### config.mk
export PLATFORM = sky130hd
export DESIGN_NAME = fifo_rd_fwft_flat
export DESIGN_NICKNAME = d
export VERILOG_FILES = /design/src/rtl/fifo_rd_fwft_pkg.sv /design/src/rtl/fifo_rd_fwft_if.sv /design/src/rtl/fifo_fwft_buf.sv /design/src/rtl/fifo_rd_fwft.sv /design/src/flat_wrapper.sv
export SDC_FILE = /design/constraint.sdc
export NUM_CORES = 1
export LEC_CHECK = 0
export CORE_MARGIN = 4
export CORE_UTILIZATION = 50
export DETAILED_ROUTE_END_ITERATION = 16
export DONT_BUFFER_PORTS = 1
export PLACE_DENSITY = 0.65
export SYNTH_ARGS = -nofsm -noshare
export SYNTH_HDL_FRONTEND = slang
export SYNTH_SLANG_ARGS = --single-unit
### constraint.sdc
create_clock -name r_clk -period 4.4 [get_ports r_clk]
set_input_delay 1.32 -clock r_clk [delete_from_list [all_inputs] [get_ports r_clk]]
set_output_delay 1.32 -clock r_clk [all_outputs]
set_load 0.01 [all_outputs]
### src/rtl/fifo_rd_fwft_pkg.sv
// fifo_rd_fwft shared constants and helpers
// prefetch buffer sizing and mod-3 index arithmetic
package fifo_rd_fwft_pkg;

  localparam int BUF_DEPTH = 3;
  localparam int CNT_W     = 2;
  localparam int IDX_W     = 2;

  typedef logic [CNT_W-1:0] cnt_t;
  typedef logic [IDX_W-1:0] idx_t;

  function automatic idx_t inc3(input idx_t i);
    return (i == idx_t'(BUF_DEPTH - 1)) ? '0 : i + idx_t'(1);
  endfunction

endpackage

### src/rtl/fifo_rd_fwft_if.sv
// fifo_rd_fwft bus: native read side plus stream side
// master = the FWFT stage, slave = pointer block / consumer
interface fifo_rd_fwft_if #(
  parameter int D_SIZE = 8
);
  import fifo_rd_fwft_pkg::*;

  logic              empty;
  logic [D_SIZE-1:0] rd_data;
  logic              r_inc;
  logic [D_SIZE-1:0] m_data;
  logic              m_valid;
  logic              m_ready;
  cnt_t              buf_cnt;

  modport master (
    input  empty,
    input  rd_data,
    input  m_ready,
    output r_inc,
    output m_data,
    output m_valid,
    output buf_cnt
  );

  modport slave (
    output empty,
    output rd_data,
    output m_ready,
    input  r_inc,
    input  m_data,
    input  m_valid,
    input  buf_cnt
  );

endinterface

### src/rtl/fifo_fwft_buf.sv
// fifo_fwft_buf: 3-entry circular prefetch buffer
// write lands at tail, head is always presented
module fifo_fwft_buf
  import fifo_rd_fwft_pkg::*;
#(
  parameter int D_SIZE = 8
) (
  input  logic              clk,
  input  logic              rst_n,
  input  logic              we_i,
  input  logic [D_SIZE-1:0] wdata_i,
  input  logic              pop_i,
  output logic [D_SIZE-1:0] rdata_o,
  output cnt_t              occ_o
);

  logic [D_SIZE-1:0] mem_q [BUF_DEPTH];
  idx_t head_q, head_d;
  idx_t tail_q, tail_d;
  cnt_t occ_q, occ_d;

  // index and occupancy next-state
  always_comb begin
    head_d = head_q;
    tail_d = tail_q;
    occ_d  = occ_q;
    if (pop_i) head_d = inc3(head_q);
    if (we_i)  tail_d = inc3(tail_q);
    unique case (1'b1)
      (we_i && !pop_i): occ_d = occ_q + cnt_t'(1);
      (!we_i && pop_i): occ_d = occ_q - cnt_t'(1);
      default:          occ_d = occ_q;
    endcase
  end

  // bookkeeping registers
  always_ff @(posedge clk or negedge rst_n) begin
    if (!rst_n) begin
      head_q <= '0;
      tail_q <= '0;
      occ_q  <= '0;
    end else begin
      head_q <= head_d;
      tail_q <= tail_d;
      occ_q  <= occ_d;
    end
  end

  // storage; cleared so m_data reads 0 in reset
  always_ff @(posedge clk or negedge rst_n) begin
    if (!rst_n) begin
      for (int i = 0; i < BUF_DEPTH; i++)
        mem_q[i] <= '0;
    end else if (we_i) begin
      mem_q[tail_q] <= wdata_i;
    end
  end

  assign rdata_o = mem_q[head_q];
  assign occ_o   = occ_q;

  a_no_land_full: assert property (
    @(posedge clk) disable iff (!rst_n)
    !(we_i && occ_q == cnt_t'(BUF_DEPTH)));

  a_no_pop_empty: assert property (
    @(posedge clk) disable iff (!rst_n)
    !(pop_i && occ_q == '0));

endmodule

### src/rtl/fifo_rd_fwft.sv
// fifo_rd_fwft: async FIFO read side to FWFT stream
// credit = occ + in-flight; r_inc never sees m_ready
module fifo_rd_fwft
  import fifo_rd_fwft_pkg::*;
#(
  parameter int D_SIZE    = 8,
  parameter int BUF_DEPTH = fifo_rd_fwft_pkg::BUF_DEPTH
) (
  input  logic            r_clk,
  input  logic            r_rstn,
  fifo_rd_fwft_if.master  bus
);

  logic              infl_q, infl_d;
  logic              r_inc;
  logic              pop;
  logic [2:0]        credit;
  cnt_t              occ;
  logic [D_SIZE-1:0] head_data;

  assign credit = {1'b0, occ} + {2'b00, infl_q};
  assign r_inc  = r_rstn && !bus.empty
               && (credit < 3'(BUF_DEPTH));
  assign pop    = (occ != '0) && bus.m_ready;

  // a request issued now lands next cycle
  always_comb begin
    infl_d = r_inc;
  end

  // in-flight flag register
  always_ff @(posedge r_clk or negedge r_rstn) begin
    if (!r_rstn) infl_q <= 1'b0;
    else         infl_q <= infl_d;
  end

  fifo_fwft_buf #(
    .D_SIZE (D_SIZE)
  ) u_buf (
    .clk     (r_clk),
    .rst_n   (r_rstn),
    .we_i    (infl_q),
    .wdata_i (bus.rd_data),
    .pop_i   (pop),
    .rdata_o (head_data),
    .occ_o   (occ)
  );

  assign bus.r_inc   = r_inc;
  assign bus.m_valid = (occ != '0);
  assign bus.m_data  = head_data;
  assign bus.buf_cnt = occ;

  a_credit: assert property (
    @(posedge r_clk) disable iff (!r_rstn)
    credit <= 3'(BUF_DEPTH));

endmodule

### src/flat_wrapper.sv
// flat-port wrapper written by rule: the top's interface ports become plain ports
module fifo_rd_fwft_flat import fifo_rd_fwft_pkg::*;
#(
  parameter int D_SIZE    = 8,
  parameter int BUF_DEPTH = fifo_rd_fwft_pkg::BUF_DEPTH
)
  (r_clk, r_rstn, bus_empty, bus_rd_data, bus_m_ready, bus_r_inc, bus_m_data, bus_m_valid, bus_buf_cnt);
  fifo_rd_fwft_if #(.D_SIZE(D_SIZE)) bus_i ();
  input  logic r_clk;
  input  logic r_rstn;
  input wire logic [$bits(bus_i.empty)-1:0] bus_empty;
  input wire logic [$bits(bus_i.rd_data)-1:0] bus_rd_data;
  input wire logic [$bits(bus_i.m_ready)-1:0] bus_m_ready;
  output wire logic [$bits(bus_i.r_inc)-1:0] bus_r_inc;
  output wire logic [$bits(bus_i.m_data)-1:0] bus_m_data;
  output wire logic [$bits(bus_i.m_valid)-1:0] bus_m_valid;
  output wire logic [$bits(bus_i.buf_cnt)-1:0] bus_buf_cnt;
  assign bus_i.empty = bus_empty;
  assign bus_i.rd_data = bus_rd_data;
  assign bus_i.m_ready = bus_m_ready;
  assign bus_r_inc = bus_i.r_inc;
  assign bus_m_data = bus_i.m_data;
  assign bus_m_valid = bus_i.m_valid;
  assign bus_buf_cnt = bus_i.buf_cnt;
  fifo_rd_fwft #(.D_SIZE(D_SIZE), .BUF_DEPTH(BUF_DEPTH)) u_core (.r_clk(r_clk), .r_rstn(r_rstn), .bus(bus_i));
endmodule
==> impl_metrics.env <==
export IMPL_status="completed"
export IMPL_met3_usage_pct=4.89
export IMPL_gr_usage_met2_pct=25.2
export IMPL_drtIter0Drc=18
export IMPL_min_path_type="reg2reg"
export IMPL_crit_buf_inv=1
export IMPL_whs_ns=0.509
export IMPL_synth_area_per_cell_um2=13.0
export IMPL_root_buffer="clkbuf_4"
export IMPL_routed_wl_mm=2.42
export IMPL_synthesis_nets=121
export IMPL_dp_slack_ns=1.19
export IMPL_path_clk_slew_ns=0.09
export IMPL_crit_start="u_core.u_buf.occ_o[0]"
export IMPL_r2r_cells=5
export IMPL_grt_antenna_before_repair=0
export IMPL_vias_per_cell=5.65
export IMPL_slowest_stage="dfrtp_1"
export IMPL_drive_gt1_share_pct=32.4
export IMPL_fin_crit_ns=3.22
export IMPL_crit_family="adder cells"
export IMPL_dr_pass1_iters=4
export IMPL_dp_final_hpwl_mm=1.62
export IMPL_placed_area_um2=1410
export IMPL_die_w_um=60.5
export IMPL_worst_slack_ns=1.18
export IMPL_busiest_layer="met2"
export IMPL_gp_congestion=0.693
export IMPL_p_leak_nw=0.652
export IMPL_slowest_delay_ns=0.48
export IMPL_post_cts_resized=0
export IMPL_worstReg2RegEnd="u_core.u_buf.occ_o[1]"
export IMPL_start_util_pct=54.2
export IMPL_ant_nets=0
export IMPL_nets=125
export IMPL_clk_path_buf_depth=2
export IMPL_drc=0
export IMPL_ios=24
export IMPL_cts_hold_buf=0
export IMPL_track_usage_pct=15.9
export IMPL_max_freq_mhz=311
export IMPL_tightest_slew_ns=0.776
export IMPL_fin_tns_setup_ns=0
export IMPL_hold_violations=0
export IMPL_die_h_um=60.5
export IMPL_min_period_over_period_pct=73.2
export IMPL_grt_pass1_wl_mm=4.05
export IMPL_final_area_um2=1480
export IMPL_cp_end_kind="primary output"
export IMPL_reg2reg_setup_slack_ns=2.71
export IMPL_netlist_area_um2=1380
export IMPL_cp_max_fo=6
export IMPL_worstPathRequired_ns=3.08
export IMPL_wl_per_cell_um=17.2
export IMPL_async_flop_share_pct=100
export IMPL_use_met1_pct=19.0
export IMPL_ir_drop_mv=0.412
export IMPL_crit_cells=4
export IMPL_setup_worst_path_end="bus_r_inc"
export IMPL_powerDensity_nw_per_um2=736
export IMPL_cts_tree="built"
export IMPL_vias=797
export IMPL_coreArea_um2=2540
export IMPL_gr_total_overflow=0
export IMPL_grt_max_degree=33
export IMPL_crit_chain="ha_1, ha_1, a2111oi_0, buf_4"
export IMPL_dieArea_um2=3660
export IMPL_cts_setup_buffers=0
export IMPL_crit_top_cell="ha_1"
export IMPL_synth_ff_type="dfrtp_1"
export IMPL_cts_buffers=5
export IMPL_fin_skew_ns=0.00293
export IMPL_yosysWarnings=0
export IMPL_cts_sinks=31
export IMPL_first_global_vias=893
export IMPL_relSlewSlack_pct=48.0
export IMPL_synth_seq_cells=31
export IMPL_rsz0062_at_grt="false"
export IMPL_cap_violations=0
export IMPL_htreeDepth=2
export IMPL_synth_cells=106
export IMPL_r2r_start="u_core.u_buf.occ_o[0]"
export IMPL_ys_seq_area_share_pct=56.2
export IMPL_row_count=18
export IMPL_slew_violations=0
export IMPL_ys_types=22
export IMPL_critPathLaunchType="flip-flop"
export IMPL_cp_arrival_ns=1.90
export IMPL_areaGrowthSynthToFinish_pct=6.98
export IMPL_finalSetupViolations=0
export IMPL_synth_edf_count=0
export IMPL_numPortBuffers=0
export IMPL_path_class="reg2out"
export IMPL_diodes=0
export IMPL_clock_latency_ns=0.33
## synthesized netlist by cell type (all sizes together) (2+ instances only)
cell,count,area share (%)
xnor2,2,1.3
inv,4,1.1
nor3,2,1.1
dfrtp,31,56
ha,3,2.7
mux2i,8,5.8
o21ai,10,3.6
buf,3,1.0
nand2,8,2.2
a21o,2,1.1
mux2,25,20
## flip-flops by register name (all words and copies together) (netlist names)
register and count:
u_core.infl_q 1, u_core.u_buf.head_q 2, u_core.u_buf.mem_q 24, u_core.u_buf.occ_o 2, u_core.u_buf.tail_q 2
## metrics by stage
stage | total power [mW] | instances | utilization [%]
global placement | 0.897 | 133 | 55.3
global route | 1.18 | 141 | 58.0
detailed placement | 0.919 | 133 | 55.3
CTS | 1.11 | 141 | 58.0
finish | 1.09 | 141 | 58.0
floorplan | 0.838 | 106 | -
## logic make-up after synthesis
family,Yosys count,share of synthesized area [%]
buffers and inverters,8,2.36
AND/OR/NAND/NOR,15,5.26
XOR/XNOR,3,1.90
adder cells (fa/ha/maj),3,2.72
multiplexers,33,26.2
flip-flops,31,56.2
AO/OA/AOI/OAI,13,5.35
## worst reg2reg max path, delay by kind of cell, from the launching register on
family                     cells  cell delay [ns]
DFF                            1             0.48
AOI/OAI and AO/OA              1             0.43
adders and majority gates      1             0.33
xor gates and xnor gates       1             0.15
and+or+nand+nor                1             0.14
buffers and inverters          1             0.09
## how the worst min path moves through the flow
stage                        endpoint  cells past startpoint                    from
3_5_place_dp    u_core.u_buf.mem_q[3]                      1   u_core.u_buf.mem_q[3]
6_report       u_core.u_buf.mem_q[20]                      1  u_core.u_buf.mem_q[20]
3_3_place_gp    u_core.u_buf.mem_q[2]                      1   u_core.u_buf.mem_q[2]
5_1_grt        u_core.u_buf.mem_q[22]                      1  u_core.u_buf.mem_q[22]
2_1_floorplan   u_core.u_buf.mem_q[0]                      1   u_core.u_buf.mem_q[0]
4_1_cts         u_core.u_buf.mem_q[3]                      1   u_core.u_buf.mem_q[3]
## placed cells by master (no fill, tap or decap), drive strengths merged
| cell | instances |
|---|---|
| dfrtp | 31 |
| mux2 | 25 |
| o21ai | 10 |
| mux2i | 8 |
| nand2 | 8 |
| clkbuf | 8 |
| inv | 4 |
| ha | 3 |
| xnor2 | 2 |
| a21o | 2 |
| nor3 | 2 |
| nor2b | 1 |
| or2 | 1 |
| a2111oi | 1 |
| nand3 | 1 |
| nor2 | 1 |
| xor2 | 1 |
| or3 | 1 |
| buf | 1 |
## area by class of cell
cell class,instances,area (um^2)
clock buffer,8,68.8
fill,222,1070
inverter,4,15.0
multi-input combinational,67,572
sequential,31,776
tap,30,37.5
timing repair buffer,1,7.51
## where the power goes
group	total [mW]	switching, mW	internal, mW
Sequential	0.544	0.117	0.426
Combinational	0.359	0.166	0.193
Clock	0.184	0.0905	0.0939
Total	1.09	0.374	0.713
## routing by layer
layer  share of wire [%]  vias to the layer above
met4                 2.1                        0
met2                  47                       18
met3                 6.6                        5
met5                   0                        -
met1                  45                      394
li1                    -                      380
Note: power is estimated with default switching activity, not from simulation.
